### config.mk
export PLATFORM = sky130hd
export DESIGN_NAME = mem_port_arbiter
export DESIGN_NICKNAME = d
export VERILOG_FILES = /design/src/rtl/mem_arb_pkg.sv /design/src/rtl/mem_port_arbiter_rr_pick2.sv /design/src/rtl/mem_port_arbiter.sv
export SDC_FILE = /design/constraint.sdc
export NUM_CORES = 1
export LEC_CHECK = 0
export BUFFER_PORTS_ARGS = -buffer_cell sky130_fd_sc_hd__buf_2
export CORE_MARGIN = 2
export CORE_UTILIZATION = 41
export DETAILED_ROUTE_END_ITERATION = 8
export GPL_ROUTABILITY_DRIVEN = 0
export HOLD_SLACK_MARGIN = 0.02
export PLACE_DENSITY = 0.75
export RECOVER_POWER = 25
export SYNTH_ARGS = -nofsm -noshare
export SYNTH_HDL_FRONTEND = slang
export SYNTH_SLANG_ARGS = --single-unit
### constraint.sdc
create_clock -name i_clk -period 1.5 [get_ports i_clk]
set_clock_uncertainty 0.05 [all_clocks]
set_input_delay 0.15 -clock i_clk [delete_from_list [all_inputs] [get_ports i_clk]]
set_output_delay 0.15 -clock i_clk [all_outputs]
set_load 0.05 [all_outputs]
### src/rtl/mem_arb_pkg.sv
// Shared encodings for the memory port arbiter: FSM states, owner ids and
// the legal range of the memory access latency.
package mem_arb_pkg;

  typedef enum logic [1:0] {
    ST_IDLE = 2'd0,
    ST_BUSY = 2'd1,
    ST_ACK  = 2'd2
  } arb_state_e;

  localparam logic OWN_CPU = 1'b0;
  localparam logic OWN_DBG = 1'b1;

  localparam int MEM_LAT_MIN = 1;
  localparam int MEM_LAT_MAX = 4;
  localparam int CNT_W       = 2;

endpackage

### src/rtl/mem_port_arbiter_rr_pick2.sv
// Combinational two-way round-robin picker: on a tie the requester that did
// not own the previous access wins.
module rr_pick2
  import mem_arb_pkg::*;
(
  input  logic [1:0] req,
  input  logic       last_owner,
  output logic       grant_valid,
  output logic       grant_id
);

  always_comb begin
    grant_valid = |req;
    grant_id    = OWN_CPU;
    if (&req)              grant_id = ~last_owner;
    else if (req[OWN_DBG]) grant_id = OWN_DBG;
  end

endmodule

### src/rtl/mem_port_arbiter.sv
// Serialises CPU and debug accesses onto the single shared memory port,
// holding the strobes for MEM_LAT cycles and returning a one-cycle ack.
module mem_port_arbiter
  import mem_arb_pkg::*;
#(
  parameter int ADDR_W  = 32,
  parameter int DATA_W  = 32,
  parameter int MEM_LAT = 1
) (
  input  logic              i_clk,
  input  logic              i_rst_n,
  input  logic              i_cpu_req,
  input  logic              i_cpu_we,
  input  logic [ADDR_W-1:0] i_cpu_addr,
  input  logic [DATA_W-1:0] i_cpu_wdata,
  output logic              o_cpu_ack,
  output logic [DATA_W-1:0] o_cpu_rdata,
  output logic              o_cpu_stall,
  input  logic              i_dbg_req,
  input  logic              i_dbg_we,
  input  logic [ADDR_W-1:0] i_dbg_addr,
  input  logic [DATA_W-1:0] i_dbg_wdata,
  output logic              o_dbg_ack,
  output logic [DATA_W-1:0] o_dbg_rdata,
  input  logic              i_dbg_halt,
  output logic              o_mem_read,
  output logic              o_mem_write,
  output logic [ADDR_W-1:0] o_mem_addr,
  output logic [DATA_W-1:0] o_mem_wdata,
  input  logic [DATA_W-1:0] i_mem_rdata,
  output logic [1:0]        o_arb_state
);

  if (MEM_LAT < MEM_LAT_MIN || MEM_LAT > MEM_LAT_MAX) begin : g_lat_chk
    $error("mem_port_arbiter: MEM_LAT must be in 1..4");
  end

  localparam logic [CNT_W-1:0] CNT_INIT = CNT_W'(MEM_LAT - 1);

  arb_state_e                   state_q, state_d;
  logic [CNT_W-1:0]             cnt_q;
  logic                         owner_q, last_owner_q, we_q;
  logic [ADDR_W-1:0]            addr_q;
  logic [DATA_W-1:0]            wdata_q;
  logic [1:0][DATA_W-1:0]       rdata_q;
  logic [1:0]                   ack_q;
  logic                         rd_q, wr_q;

  logic [1:0]                   req_elig;
  logic                         grant_valid, grant_id;
  logic                         grant, done;
  logic                         sel_we, we_nxt;
  logic [ADDR_W-1:0]            sel_addr;
  logic [DATA_W-1:0]            sel_wdata;

  // Halt only masks new CPU grants; an access already owned runs to completion.
  assign req_elig = {i_dbg_req, i_cpu_req & ~i_dbg_halt};

  rr_pick2 u_pick (
    .req         (req_elig),
    .last_owner  (last_owner_q),
    .grant_valid (grant_valid),
    .grant_id    (grant_id)
  );

  assign sel_we    = grant_id ? i_dbg_we    : i_cpu_we;
  assign sel_addr  = grant_id ? i_dbg_addr  : i_cpu_addr;
  assign sel_wdata = grant_id ? i_dbg_wdata : i_cpu_wdata;
  assign we_nxt    = grant ? sel_we : we_q;

  always_ff @(posedge i_clk or negedge i_rst_n) begin
    if (!i_rst_n) state_q <= ST_IDLE;
    else          state_q <= state_d;
  end

  always_comb begin
    state_d = state_q;
    grant   = 1'b0;
    done    = 1'b0;
    case (state_q)
      ST_IDLE: if (grant_valid) begin
        grant   = 1'b1;
        state_d = ST_BUSY;
      end
      ST_BUSY: if (cnt_q == '0) begin
        done    = 1'b1;
        state_d = ST_ACK;
      end
      ST_ACK:  state_d = ST_IDLE;
      default: state_d = ST_IDLE;
    endcase
  end

  // Strobes are registered from the next state so they align with BUSY exactly.
  always_ff @(posedge i_clk or negedge i_rst_n) begin
    if (!i_rst_n) begin
      rd_q         <= 1'b0;
      wr_q         <= 1'b0;
      cnt_q        <= '0;
      we_q         <= 1'b0;
      owner_q      <= OWN_CPU;
      last_owner_q <= OWN_DBG;
      addr_q       <= '0;
      wdata_q      <= '0;
    end else begin
      rd_q <= (state_d == ST_BUSY) & ~we_nxt;
      wr_q <= (state_d == ST_BUSY) &  we_nxt;
      if (grant) begin
        we_q    <= sel_we;
        addr_q  <= sel_addr;
        wdata_q <= sel_wdata;
        owner_q <= grant_id;
        cnt_q   <= CNT_INIT;
      end else if (state_q == ST_BUSY && cnt_q != '0) begin
        cnt_q <= cnt_q - 1'b1;
      end
      if (done) last_owner_q <= owner_q;
    end
  end

  for (genvar p = 0; p < 2; p++) begin : g_port
    always_ff @(posedge i_clk or negedge i_rst_n) begin
      if (!i_rst_n) begin
        ack_q[p]   <= 1'b0;
        rdata_q[p] <= '0;
      end else begin
        ack_q[p] <= done & (owner_q == 1'(p));
        if (done && !we_q && owner_q == 1'(p)) rdata_q[p] <= i_mem_rdata;
      end
    end
  end

  assign o_cpu_ack   = ack_q[OWN_CPU];
  assign o_dbg_ack   = ack_q[OWN_DBG];
  assign o_cpu_rdata = rdata_q[OWN_CPU];
  assign o_dbg_rdata = rdata_q[OWN_DBG];
  assign o_cpu_stall = i_cpu_req & ~ack_q[OWN_CPU];
  assign o_mem_read  = rd_q;
  assign o_mem_write = wr_q;
  assign o_mem_addr  = addr_q;
  assign o_mem_wdata = wdata_q;
  assign o_arb_state = state_q;

endmodule

# [After elaboration in Yosys (flattened, before gate mapping)]
# Index checks and enable logic that the tools add are counted.
# W data, S select, Z words.
[classes] n_reduce_logical=11 muxes=15 eq_ne=2 add_sub_neg=1 bitwise_logic=11
[op_table] op="$mux W32" count=2
[op_table] op="$mux W1" count=8
[op_table] op="$mux W2" count=4
[op_table] op="$and A1 B1 Y1" count=6
[op_table] op="$not A1 Y1" count=5
[op_table] op="$eq A2 B1 Y1 const B" count=2
[op_table] op="$logic_and A1 B1 Y1" count=4
[op_table] op="$logic_not A2 Y1" count=2
[op_table] op="$pmux W2 S2" count=1
[op_table] op="$reduce_bool A2 Y1" count=2
[op_table] op="$reduce_and A2 Y1" count=1
[op_table] op="$reduce_or A2 Y1" count=1
[op_table] op="$sub A2 B1 Y2 const B" count=1
[op_table] op="$logic_not A1 Y1" count=1
[totals] in_bits=167 word_cells=53 output_inout_bits=135 register_bits=139

# [Logic depth before layout (Yosys ltp)]
# Gate-level depths: netlist (run 1).
[depth] ltp_word=8 depth_mapped=7 mapped_depth_nobuf=6

# [Hierarchy]
# A second synthesis (run 1) with hierarchy kept.
[hier_totals] hier_cells=456 hier_area_um2=5863.1
[modules_own_cells] mod="mem_port_arbiter" area_each_um2=5849.4 cells_per_inst=454 seq_area_each_um2=3479.6 instances=1
[modules_own_cells] mod="rr_pick2" area_each_um2=13.8 cells_per_inst=2 seq_area_each_um2=0.0 instances=1

# [Worst setup path before layout (run 1)]
# OpenSTA, ideal clock, no wires.
[synth_path] path_type="reg-to-reg" from="register state_q[1], in the netlist o_arb_state[1]" to="register rdata_q (netlist bit o_cpu_rdata[10])" required_ns=1.325 setup_time_ns=0.125 arrival_time_ns=1.585 synth_period_minus_slack_ns=1.760 path_stages_with_launch=5 n_path_buf=1 slack_ns=-0.260 path_cell_list="dfrtp_1 -> nand3b_4 -> nor3_4 -> buf_4 -> mux2_2"
[synth_between] elab_chain_len=4
[synth_rtl] item="start, declared" line="mem_port_arbiter.sv:40" text="arb_state_e state_q, state_d;"
[synth_rtl] item="start signal, assigned" line="mem_port_arbiter.sv:73" text="else state_q <= state_d;"
[synth_rtl] item="$eq A2 B1 Y1" line="mem_port_arbiter.sv:80" text="case (state_q)"
[synth_rtl] item="$mux W1" line="mem_port_arbiter.sv:80"
[synth_rtl] item="$logic_and A1 B1 Y1 (2 in series)" line="mem_port_arbiter.sv:128" text="if (done && !we_q && owner_q == 1'(p)) rdata_q[p] <= i_mem_rdata;"
[synth_rtl] item="end signal, assigned by index" line="mem_port_arbiter.sv:128"
[synth_rtl] item="end, declared" line="mem_port_arbiter.sv:45" text="logic [1:0][DATA_W-1:0] rdata_q;"
# Every way passes these cells.
# A chain may end at the register's enable or synchronous reset.

# [Final worst setup path (run 1)]
[layout_path] from="register cnt_q[0]" to="register rdata_q (netlist bit o_cpu_rdata[20])"
[layout_between] elab_chain_len=5
[layout_rtl] item="start, declared" line="mem_port_arbiter.sv:41" text="logic [CNT_W-1:0] cnt_q;"
[layout_rtl] item="start signal, assigned" line="mem_port_arbiter.sv:115" text="cnt_q <= cnt_q - 1'b1;"
[layout_rtl] item="$logic_not A2 Y1" line="mem_port_arbiter.sv:85" text="ST_BUSY: if (cnt_q == '0) begin"
[layout_rtl] item="$mux W1" line="mem_port_arbiter.sv:85"
[layout_rtl] item="$mux W1" line="mem_port_arbiter.sv:80"
[layout_rtl] item="$logic_and A1 B1 Y1 (2 in series)" line="mem_port_arbiter.sv:128"
# Every way passes these cells.

==> summary.md, run 1 <==
| Metric | Value |
|---|---|
| MaxCap Viol Count | `0` |
| Yosys top cell area share | `0.596` |
| Area after DPL | `7690 um^2` |
| Simple-gate share of the synthesized area | `0.108` |
| # setup viols final | `67` |
| CP endpoint kind | `flip-flop` |
| Data arrival, critical path | `roughly 1.9 ns` |
| Largest family of logic cells by synthesized area | `multiplexers` |
| Core area | `13800 um^2` |
| RSZ-0062 raised after global routing | `yes` |
| Pre-Repair DR Iteration Count | `6` |
| Io pins | `~300` |
| CP Launch Type | `flip-flop` |
| P&R area growth vs syn | `76.7%` |
| Crit path required time | `1.75 ns` |
| Register share of total power | `0.267` |
| TritonCTS clock tree | `yes` |
| FMAX | `593 MHz` |
| Avg Inst Size Synth | `10.9 um^2` |
| Setup TNS | `-7.22 ns` |
| Yosys top cell by area | `dfrtp_1` |
| Worst Reg-to-Reg Cells | `6` |
| Hold Slack | `0.196 ns` |
| Start point of the worst hold path | `i_dbg_req` |
| Max Root-Sink Buffers | `2` |
| Vias in the first global route | `6564` |
| TritonCTS Buffers | `17` |
| Detail Placement HPWL | `12200 um` |
| DIE WIDTH | `123 um` |
| Hold Vio Cnt, Final | `0` |
| Clock power frac | `0.156` |
| Ys Warns | `0` |
| Max rail drop VDD | `1.49 mV` |
| Overall global routing resource usage | `0.288` |
| Post-Route WL | `23500 um` |
| Worst-skew pair later-pin latency | `0.42 ns` |
| Post-synthesis instance area | `5790 um^2` |
| Largest cells by area after synthesis | `dfrtp_1, mux2_2, a21oi_1` |
| Post-layout min period | `1.69 ns` |
| Mux share of post-synthesis cell area | `0.124` |
| Setup WS post-layout | `-0.186 ns` |
| Switching power | `13.3 mW` |
| Share of cells above drive strength 1 | `0.463` |
| Via count | `6523` |
| Mapped Nets | `698` |
| Relative slew slack | `0.144` |
| Compound-Gate Fraction of Synth Area | `0.123` |
| Final worst-path cycle share | `1.12` |
| Port bufs | `301` |
| Die area | `15100 um^2` |
| Worst hold stages | `4` |
| Fin cells | `~1200` |
| #FFs+latches synth | `between 100 and 150` |
| Mapped Cells | `530` |
| H-tree levels | `4` |
| Post-synthesis sequential area ratio | `0.601` |
| Status | `finished with violations` |
| Root buf cell | `clkbuf_16` |
| Fin area | `10200 um^2` |
| CP Class | `reg2reg` |
| Internal power | `12.1 mW` |
| Clock transition at the registers of the reported paths | `0.06 ns` |
| Crit path max fanout | `32` |
| # rows | `43` |
| DRC | `0` |
| Antenna violations before repair | `2` |
| Switching share of total power | `0.525` |
| CTS sink cnt | `139` |
| Measured slew at the worst slew-check pin | `1.28 ns` |
| Reg2Reg Capture Point | `o_cpu_rdata[20]` |
| Total power | `25.4 mW` |
| Worst Setup SP | `cnt_q[0]` |
| Xor-xnor portion of the synthesized cell area | `0.00151` |
| Hold Path Sink | `o_mem_wdata[26]` |
| Initial detailed-routing violation count | `472` |
| Placed cells | `~1000` |
| Vias/cell | `5.37` |
| Gr ovfl total | `0` |
| Reg-to-reg slack, setup | `-0.19 ns` |
| Leakage | `approximately 5 nW` |
| Antenna Nets Post-Route | `0` |
| Initial cell density of the core | `0.419` |
| WL per Instance | `19.4 um` |
| Core Util, Final | `0.740` |
| Chip height | `123 um` |
| Largest net degree at the start of global routing | `51` |
| Comb power frac | `0.577` |
| Worst min path class | `in2reg` |
| Power per cell area | `2480 nW/um^2` |
| Failing checks | `negative setup slack` |
| Slew Limit Fails | `0` |
| First-pass GRT wire length | `roughly 33000 um` |
| Pre-CTS setup slack | `-0.183 ns` |
| Final-stage net count | `1188` |
| Post-synthesis adder-cell area fraction | `0.00216` |
| Distinct cells, synth | `33` |
| Reg2reg start | `cnt_q[0]` |
==> how the worst max path moves through the flow <==
| stage | end | depth (start not counted) |
|---|---|---|
| after global routing | o_cpu_rdata[20] | 6 |
| after detailed placement | o_cpu_rdata[6] | 6 |
| after CTS | o_cpu_rdata[6] | 6 |
| final | o_cpu_rdata[20] | 6 |
| after floorplan | o_cpu_rdata[10] | 4 |
| after global placement | o_cpu_rdata[18] | 6 |
==> final cells by class <==
class | count | area [um^2]
clock inverters | 15 | 128
inverters | 5 | 18.8
multi-input cells | 351 | 2240
well taps | 180 | 225
repair buffers | 506 | 3710
diodes | 2 | 5.00
clock buffers | 17 | 425
fillers | 832 | 3590
flip-flops and latches | 139 | 3480
==> power by group through the flow <==
| stage | clock network [mW] | registers [mW] | logic [mW] |
|---|---|---|---|
| global route | 4.17 | 6.97 | 15.2 |
| detailed placement | 0 | 6.72 | 13.1 |
| finish | 3.95 | 6.78 | 14.6 |
| CTS | 4.00 | 6.67 | 13.6 |
| floorplan | 0 | 13.0 | 3.31 |
| global placement | 0 | 6.64 | 13.0 |
==> state kept, by name, summed over array words and instances, names as in the netlist <==
signal,count
cnt_q,2
last_owner_q,1
o_arb_state,2
o_cpu_ack,1
o_cpu_rdata,32
o_dbg_ack,1
o_dbg_rdata,32
o_mem_addr,32
o_mem_read,1
o_mem_wdata,32
o_mem_write,1
owner_q,1
we_q,1
==> Yosys cell counts, drive strengths merged <==
cell type,number
dfrtp,138
a21oi,128
nor2,70
nand2,68
mux2,64
buf,30
clkbuf,5
inv,5
a32o,2
nand3b,2
nor2b,2
o21ai,2
a211oi,1
a21o,1
a22o,1
a31oi,1
and2,1
dfstp,1
ha,1
nand2b,1
nand3,1
nor3,1
nor3b,1
o21a,1
or2,1
xnor2,1
==> cells by family (layout without fill, tap and decap cells) <==
family | count (synthesis) | after routing
and+or+nand+nor | 148 | 148
DFF | 139 | 139
AOI/OAI and AO/OA | 137 | 137
muxes | 64 | 64
buffers and inverters | 40 | 543
adders and majority gates | 1 | 1
xor gates and xnor gates | 1 | 1
other | 0 | 2
==> critical path, stage by stage (launching register included) <==
cell      delay (ns)
dfrtp_1         0.38
inv_1           0.06
ha_2            0.21
nand3b_4        0.11
nor3_4          0.16
buf_12          0.23
mux2_2          0.37
==> timing repair <==
action	CTS	global route
endpoints found under the hold margin	268	2
pin swaps	0	1
hold buffers	162	1
gates cloned	0	7
setup buffers	1	4
endpoints found under the setup margin	83	121
resized for setup	5	39
==> placed cells by master (no fill, tap or decap), drive strengths merged, types with 2 or more instances in the layout <==
cell type and n:
inv 14, clkinvlp 5, a32o 2, mux2 64, buf 338, nand3b 2, clkbuf 22, o21ai 2
dlygate4sd3 163, dfrtp 138, nor2 70, diode 2, nand2 68, a21oi 128, nor2b 2
==> metal layers <==
layer / global-route usage / wire length [um]
met5: 0 / 0
met4: 0.154 / 1470
met3: 0.0929 / 2340
met2: 0.489 / 11500
met1: 0.320 / 8180
Power figures use the tool's default switching activity.
==> run 2, diff against run 1 <==
--- a/constraint.sdc
+++ b/constraint.sdc
@@ -4,2 +4,2 @@
 set_output_delay 0.15 -clock i_clk [all_outputs]
-set_load 0.05 [all_outputs]
+set_load 0.01 [all_outputs]
==> run 2 against run 1 <==
Against the previous run: the run still ends with negative setup slack left; largest cell class unchanged; largest power group unchanged; register-to-register slack worse by 0.04 ns; critical endpoint is now o_mem_addr[12]; wire length increased by 25%; clock power fell by 1%; final cell count up 0.82%.
==> summary.md, run 2 (synthesis results as in run 1) <==
| Metric | Value |
|---|---|
| TritonCTS Buffers | `17 (unchanged)` |
| Switching power | `8.57 mW (was 13.3 mW)` |
| Data arrival, critical path | `1.98 ns (was 1.94 ns)` |
| P&R area growth vs syn | `94.2% (was 76.7%)` |
| Die area | `15100 um^2 (unchanged)` |
| Pre-Repair DR Iteration Count | `5 (was 6)` |
| CTS sink cnt | `139 (unchanged)` |
| Fin area | `11300 um^2 (was 10200 um^2)` |
| CP Launch Type | `flip-flop (unchanged)` |
| Vias in the first global route | `6528 (was 6564)` |
| Worst-skew pair later-pin latency | `0.41 ns (was 0.42 ns)` |
| Overall global routing resource usage | `0.283 (was 0.288)` |
| Comb power frac | `0.489 (was 0.577)` |
| Max rail drop VDD | `0.874 mV (was 1.49 mV)` |
| Final worst-path cycle share | `1.15 (was 1.12)` |
| Switching share of total power | `0.404 (was 0.525)` |
| # setup viols final | `125 (was 67)` |
| Initial detailed-routing violation count | `727 (was 472)` |
| Largest net degree at the start of global routing | `40 (was 51)` |
| RSZ-0062 raised after global routing | `yes (unchanged)` |
| Relative slew slack | `0.555 (was 0.144)` |
| # rows | `43 (unchanged)` |
| Internal power | `12.6 mW (was 12.1 mW)` |
| Final-stage net count | `1198 (was 1188)` |
| Vias/cell | `5.75 (was 5.37)` |
| Reg-to-reg slack, setup | `-0.22 ns (was -0.19 ns)` |
| Io pins | `302 (unchanged)` |
| CP Class | `reg2reg (unchanged)` |
| Most common cell after layout, fill and taps aside | `buf_2 (unchanged)` |
| Total power | `21.2 mW (was 25.4 mW)` |
| Crit-path slowest cell | `dfstp_2 (was dfrtp_1)` |
| H-tree levels | `4 (unchanged)` |
| Register share of total power | `0.328 (was 0.267)` |
| Max Root-Sink Buffers | `2 (unchanged)` |
| Crit path max fanout | `8 (was 32)` |
| Peak per-stage delay on the critical path | `0.54 ns (was 0.38 ns)` |
| Antenna violations before repair | `5 (was 2)` |
| Reg2reg start | `last_owner_q (was cnt_q[0])` |
| DRC | `0 (unchanged)` |
| Worst Reg-to-Reg Cells | `6 (unchanged)` |
| Setup WS post-layout | `-0.222 ns (was -0.186 ns)` |
| Slew Limit Fails | `0 (unchanged)` |
| Share of cells above drive strength 1 | `0.580 (was 0.463)` |
| Detail Placement HPWL | `12100 um (was 12200 um)` |
| Post-layout min period | `1.72 ns (was 1.69 ns)` |
| Pre-CTS setup slack | `-0.180 ns (was -0.183 ns)` |
| Via count | `7048 (was 6523)` |
| Measured slew at the worst slew-check pin | `0.668 ns (was 1.28 ns)` |
| Power per cell area | `1880 nW/um^2 (was 2480 nW/um^2)` |
| Port bufs | `301 (unchanged)` |
| Clock transition at the registers of the reported paths | `0.06 ns (about the same)` |
| Area after DPL | `7690 um^2 (about the same)` |
| CP endpoint kind | `flip-flop (unchanged)` |
| FMAX | `581 MHz (was 593 MHz)` |
| Initial cell density of the core | `0.419 (unchanged)` |
| Chip height | `123 um (unchanged)` |
| Core area | `13800 um^2 (unchanged)` |
| Antenna Nets Post-Route | `0 (unchanged)` |
| Gr ovfl total | `0 (unchanged)` |
| Postcts setup bufs | `0 (was 1)` |
| Post-Route WL | `29500 um (was 23500 um)` |
| Leakage | `5.28 nW (was 4.89 nW)` |
| Worst min path class | `in2async (was in2reg)` |
| DIE WIDTH | `123 um (unchanged)` |
| Clock power frac | `0.184 (was 0.156)` |
| WL per Instance | `24.1 um (was 19.4 um)` |
| Most frequent cells in the layout | `buf_2, dlygate4sd3_1, dfrtp_1 (unchanged)` |
| MaxCap Viol Count | `0 (unchanged)` |
| Cell Chain, Critical Path | `nand3b_1, buf_6, nand2_8, clkbuf_16, nand2_4, a21oi_2 (was inv_1, ha_2, nand3b_4, nor3_4, buf_12, mux2_2)` |
| TritonCTS clock tree | `yes (unchanged)` |
| Failing checks | `negative setup slack (unchanged)` |
| Status | `finished with violations (unchanged)` |
| Hold Vio Cnt, Final | `0 (unchanged)` |
| Root buf cell | `clkbuf_16 (unchanged)` |
| Crit path required time | `1.76 ns (was 1.75 ns)` |
| Reg2Reg Capture Point | `o_mem_addr[12] (was o_cpu_rdata[20])` |
| First-pass GRT wire length | `32400 um (was 33000 um)` |
-- run 2: changes by cell type in the layout (fill, tap and decap cells not counted), moves of 10 or more --
cell	before	now
a21oi_4	2	21
nand2_1	67	22
a21oi_1	102	26
nand2_4	0	41
a21oi_2	24	81
clkbuf_16	21	31
-- run 2: through the flow --
step,hold WS [ns],instances,util,setup TNS [ns]
6_report,0.252,1225,0.814,-10.95
5_1_grt,0.306,1225,0.814,-19.81
4_1_cts,0.121,1197,0.717,-6.68
3_5_place_dp,-0.0108,1004,0.556,-6.06
3_3_place_gp,-0.00977,1004,0.556,-4.70
2_1_floorplan,-0.196,530,-,-4.02
-- run 2: timing repair --
item	4_1_cts	5_1_grt
setup endpoints to repair	101	114
gates resized for setup	8	226
gates cloned	1	23
hold buffers	163	0
endpoints found under the hold margin	267	0
pin swaps	0	102
-- run 2: cell type report --
type                       instances  area, um^2
tap                              180         225
fill                             690        2570
clock inverter                     8        72.6
inverter                           5        18.8
timing repair buffer             513        3950
clock buffer                      21         460
sequential                       139        3480
multi-input combinational        354        3030
antenna                            5        12.5
-- run 2: how the worst max path moves through the flow --
stage	slack [ns]	start	end
after floorplan	-0.13	cnt_q[0]	o_cpu_rdata[10]
after global placement	-0.14	cnt_q[0]	o_cpu_rdata[21]
after detailed placement	-0.18	cnt_q[0]	o_cpu_rdata[24]
after CTS	-0.18	cnt_q[0]	o_cpu_rdata[30]
after global routing	-0.25	last_owner_q	o_mem_addr[23]
final	-0.22	last_owner_q	o_mem_addr[12]
-- run 2: power groups by stage --
stage	Sequential, mW	Clock [mW]	Combinational, mW
2_1_floorplan	7.53	0	3.28
3_3_place_gp	6.64	0	7.39
3_5_place_dp	6.71	0	7.57
4_1_cts	6.66	3.88	7.98
5_1_grt	7.08	4.09	10.9
6_report	6.95	3.90	10.4
-- run 2: critical path: cells and delay by family (launching register included) --
kind	cells	cell delay [ns]
compound gates	1	0.23
simple gates	3	0.39
flops	1	0.54
buf+inv	2	0.41
-- run 2: routing by layer --
| metal | wire, um | GRT usage | vias to the layer above |
|---|---|---|---|
| met5 | 0 | 0 | - |
| met4 | 2740 | 0.177 | 0 |
| met3 | 3540 | 0.0776 | 260 |
| met2 | 13700 | 0.483 | 680 |
| met1 | 9520 | 0.311 | 3294 |
| li1 | - | - | 2814 |
==> run 3, diff against run 2 <==
- CORE_UTILIZATION: 41 -> 45
- PLACE_DENSITY: 0.75 -> 0.78
- clock period: 1.5 -> 2.2 ns (I/O delays scaled with it)
==> run 3 against run 2 <==
Against the previous run: the flow now finishes without violations; design area down 20%; non-clock buffer count fell by 109; die area fell by 8.6%; clock power fell by 22%; final cell count is 10% lower; flip-flop and latch count unchanged; sequential share of layout area rose by 7.6 points; first-iteration DRC count shrank 56%; power decreased by 40%; combinational power down 51%; critical path type unchanged.
==> summary.md, run 3 (synthesis results as in run 1) <==
| Metric | Value |
|---|---|
| Status | `finished, final reports clean (was finished with violations)` |
| CP endpoint kind | `flip-flop (unchanged)` |
| CTS sink cnt | `139 (unchanged)` |
| Largest net degree at the start of global routing | `62 (was 40)` |
| Antenna violations before repair | `0 (was 5)` |
| Worst min path class | `in2reg (was in2async)` |
| Area of the multi-input gates | `2080 um^2 (was 3030 um^2)` |
| Post-layout min period | `1.93 ns (was 1.72 ns)` |
| Crit path required time | `2.44 ns (was 1.76 ns)` |
| Data arrival, critical path | `2.17 ns (was 1.98 ns)` |
| Crit path max fanout | `19 (was 8)` |
| Clock transition at the registers of the reported paths | `0.06 ns (about the same)` |
| # fillers | `856 (was 690)` |
| Diode count | `0 (was 5)` |
| WL per Instance | `16.7 um (was 24.1 um)` |
| Power per cell area | `1400 nW/um^2 (was 1880 nW/um^2)` |
| Worst Reg-to-Reg Cells | `7 (was 6)` |
| Reg2reg start | `cnt_q[0] (was last_owner_q)` |
| CP Class | `reg2reg (unchanged)` |
| TritonCTS Buffers | `17 (unchanged)` |
| Pre-Repair DR Iteration Count | `5 (unchanged)` |
| Detail Placement HPWL | `11400 um (was 12100 um)` |
| Final worst-path cycle share | `0.879 (was 1.15)` |
| P&R area growth vs syn | `56.0% (was 94.2%)` |
| FMAX | `517 MHz (was 581 MHz)` |
| Overall global routing resource usage | `0.275 (was 0.283)` |
| Vias/cell | `5.05 (was 5.75)` |
| MaxCap Viol Count | `0 (unchanged)` |
| Leakage | `4.40 nW (was 5.28 nW)` |
| Post-Route WL | `18400 um (was 29500 um)` |
| Max rail drop VDD | `0.614 mV (was 0.874 mV)` |
| Reg2Reg Capture Point | `o_dbg_rdata[0] (was o_mem_addr[12])` |
| DIE WIDTH | `117 um (was 123 um)` |
| Hold Path Sink | `o_dbg_rdata[12]` |
| Most common cell after layout, fill and taps aside | `buf_2 (unchanged)` |
| Io pins | `302 (unchanged)` |
| Cell Chain, Critical Path | `inv_1, ha_1, nand3b_1, inv_2, nand3_4, buf_12, mux2_2 (was nand3b_1, buf_6, nand2_8, clkbuf_16, nand2_4, a21oi_2)` |
| Antenna Nets Post-Route | `0 (unchanged)` |
| Core area | `12600 um^2 (was 13800 um^2)` |
| Start point of the worst hold path | `i_mem_rdata[12]` |
| Final-stage net count | `1086 (was 1198)` |
| Core Util, Final | `0.716 (was 0.814)` |
| Vias in the first global route | `5873 (was 6528)` |
| FF/Latch Area | `3480 um^2 (unchanged)` |
| Relative slew slack | `0.0754 (was 0.555)` |
| RSZ-0062 raised after global routing | `no (was yes)` |
| DRC | `0 (unchanged)` |
| Crit-path slowest cell | `dfrtp_1 (was dfstp_2)` |
| Setup TNS | `0 ns (was -10.95 ns)` |
| Root buf cell | `clkbuf_16 (unchanged)` |
| Reg-to-reg slack, setup | `0.27 ns (was -0.22 ns)` |
| # rows | `41 (was 43)` |
| Cts repair resizes | `0 (was 8)` |
| Hold Vio Cnt, Final | `0 (unchanged)` |
| Share of cells above drive strength 1 | `0.443 (was 0.580)` |
| Peak per-stage delay on the critical path | `0.39 ns (was 0.54 ns)` |
| Postcts setup bufs | `0 (unchanged)` |
| Gr ovfl total | `0 (unchanged)` |
| Chip height | `117 um (was 123 um)` |
| Via count | `5571 (was 7048)` |
| H-tree levels | `4 (unchanged)` |
| TritonCTS clock tree | `yes (unchanged)` |
| Die area | `13800 um^2 (was 15100 um^2)` |
| Worst hold stages | `2` |
| Worst-skew pair later-pin latency | `0.40 ns (was 0.41 ns)` |
| First-pass GRT wire length | `29900 um (was 32400 um)` |
| # setup viols final | `0 (was 125)` |
| Slew Limit Fails | `0 (unchanged)` |
| Max Root-Sink Buffers | `2 (unchanged)` |
| Most frequent cells in the layout | `buf_2, dfrtp_1, a21oi_1 (was buf_2, dlygate4sd3_1, dfrtp_1)` |
| Initial cell density of the core | `0.459 (was 0.419)` |
| CP Launch Type | `flip-flop (unchanged)` |
| Port bufs | `301 (unchanged)` |
| Initial detailed-routing violation count | `317 (was 727)` |
| Measured slew at the worst slew-check pin | `1.39 ns (was 0.668 ns)` |
-- run 3: power by group --
part           switching, mW  total (mW)  leakage, nW  internal (mW)
logic                   2.76        5.08         2.48           2.32
registers              0.698        4.56         1.61           3.86
clock network           1.09        3.03        0.304           1.94
total                   4.55        12.7         4.40           8.12
-- run 3: layout make-up --
type / instances / area share
clock buffer: 19 / 0.0490
clock inverter: 13 / 0.0209
inverter: 5 / 0.00208
multi-input combinational: 351 / 0.230
sequential: 139 / 0.385
tap: 172 / 0.0238
timing repair buffer: 404 / 0.289
-- run 3: what timing repair did --
item	in CTS	in global routing
endpoints found under the hold margin	171	0
hold buffers	94	0
setup endpoints to repair	0	0
-- run 3: per-stage QoR --
step                hold WS [ns]  worst slack, ns  instance area, um^2  cells  power (mW)
floorplan                 -0.126            0.550                 5790    530        7.36
global placement           0.159            0.440                 7480    977        9.32
detailed placement         0.155            0.371                 7480    977        9.47
CTS                       0.0223            0.380                 9060   1103        12.7
global route              0.0252            0.163                 9040   1103        13.4
finish                    0.0407            0.267                 9040   1103        12.7
-- run 3: worst max-delay path by stage --
stage / start / endpoint / slack, ns / cells past startpoint
2_1_floorplan: cnt_q[0] / o_cpu_rdata[10] / 0.55 / 6
4_1_cts: cnt_q[0] / o_dbg_rdata[21] / 0.38 / 7
6_report: cnt_q[0] / o_dbg_rdata[0] / 0.27 / 7
5_1_grt: cnt_q[0] / o_dbg_rdata[0] / 0.16 / 7
3_5_place_dp: i_cpu_req / o_mem_addr[25] / 0.37 / 6
3_3_place_gp: i_cpu_req / o_mem_addr[27] / 0.44 / 6
-- run 3: routing by layer --
layer	routed length, um	global-route usage	vias up
met2	9130	0.461	301
met1	7070	0.326	2645
met5	0	0	-
met4	608	0.121	0
li1	-	-	2582
met3	1580	0.0848	43
-- run 3: critical path, delay by kind of cell (launching register included) --
family | cells | cell delay [ns]
fa+ha+maj | 1 | 0.18
flops | 1 | 0.39
mux | 1 | 0.29
buf+inv | 3 | 0.45
simple gates | 2 | 0.45
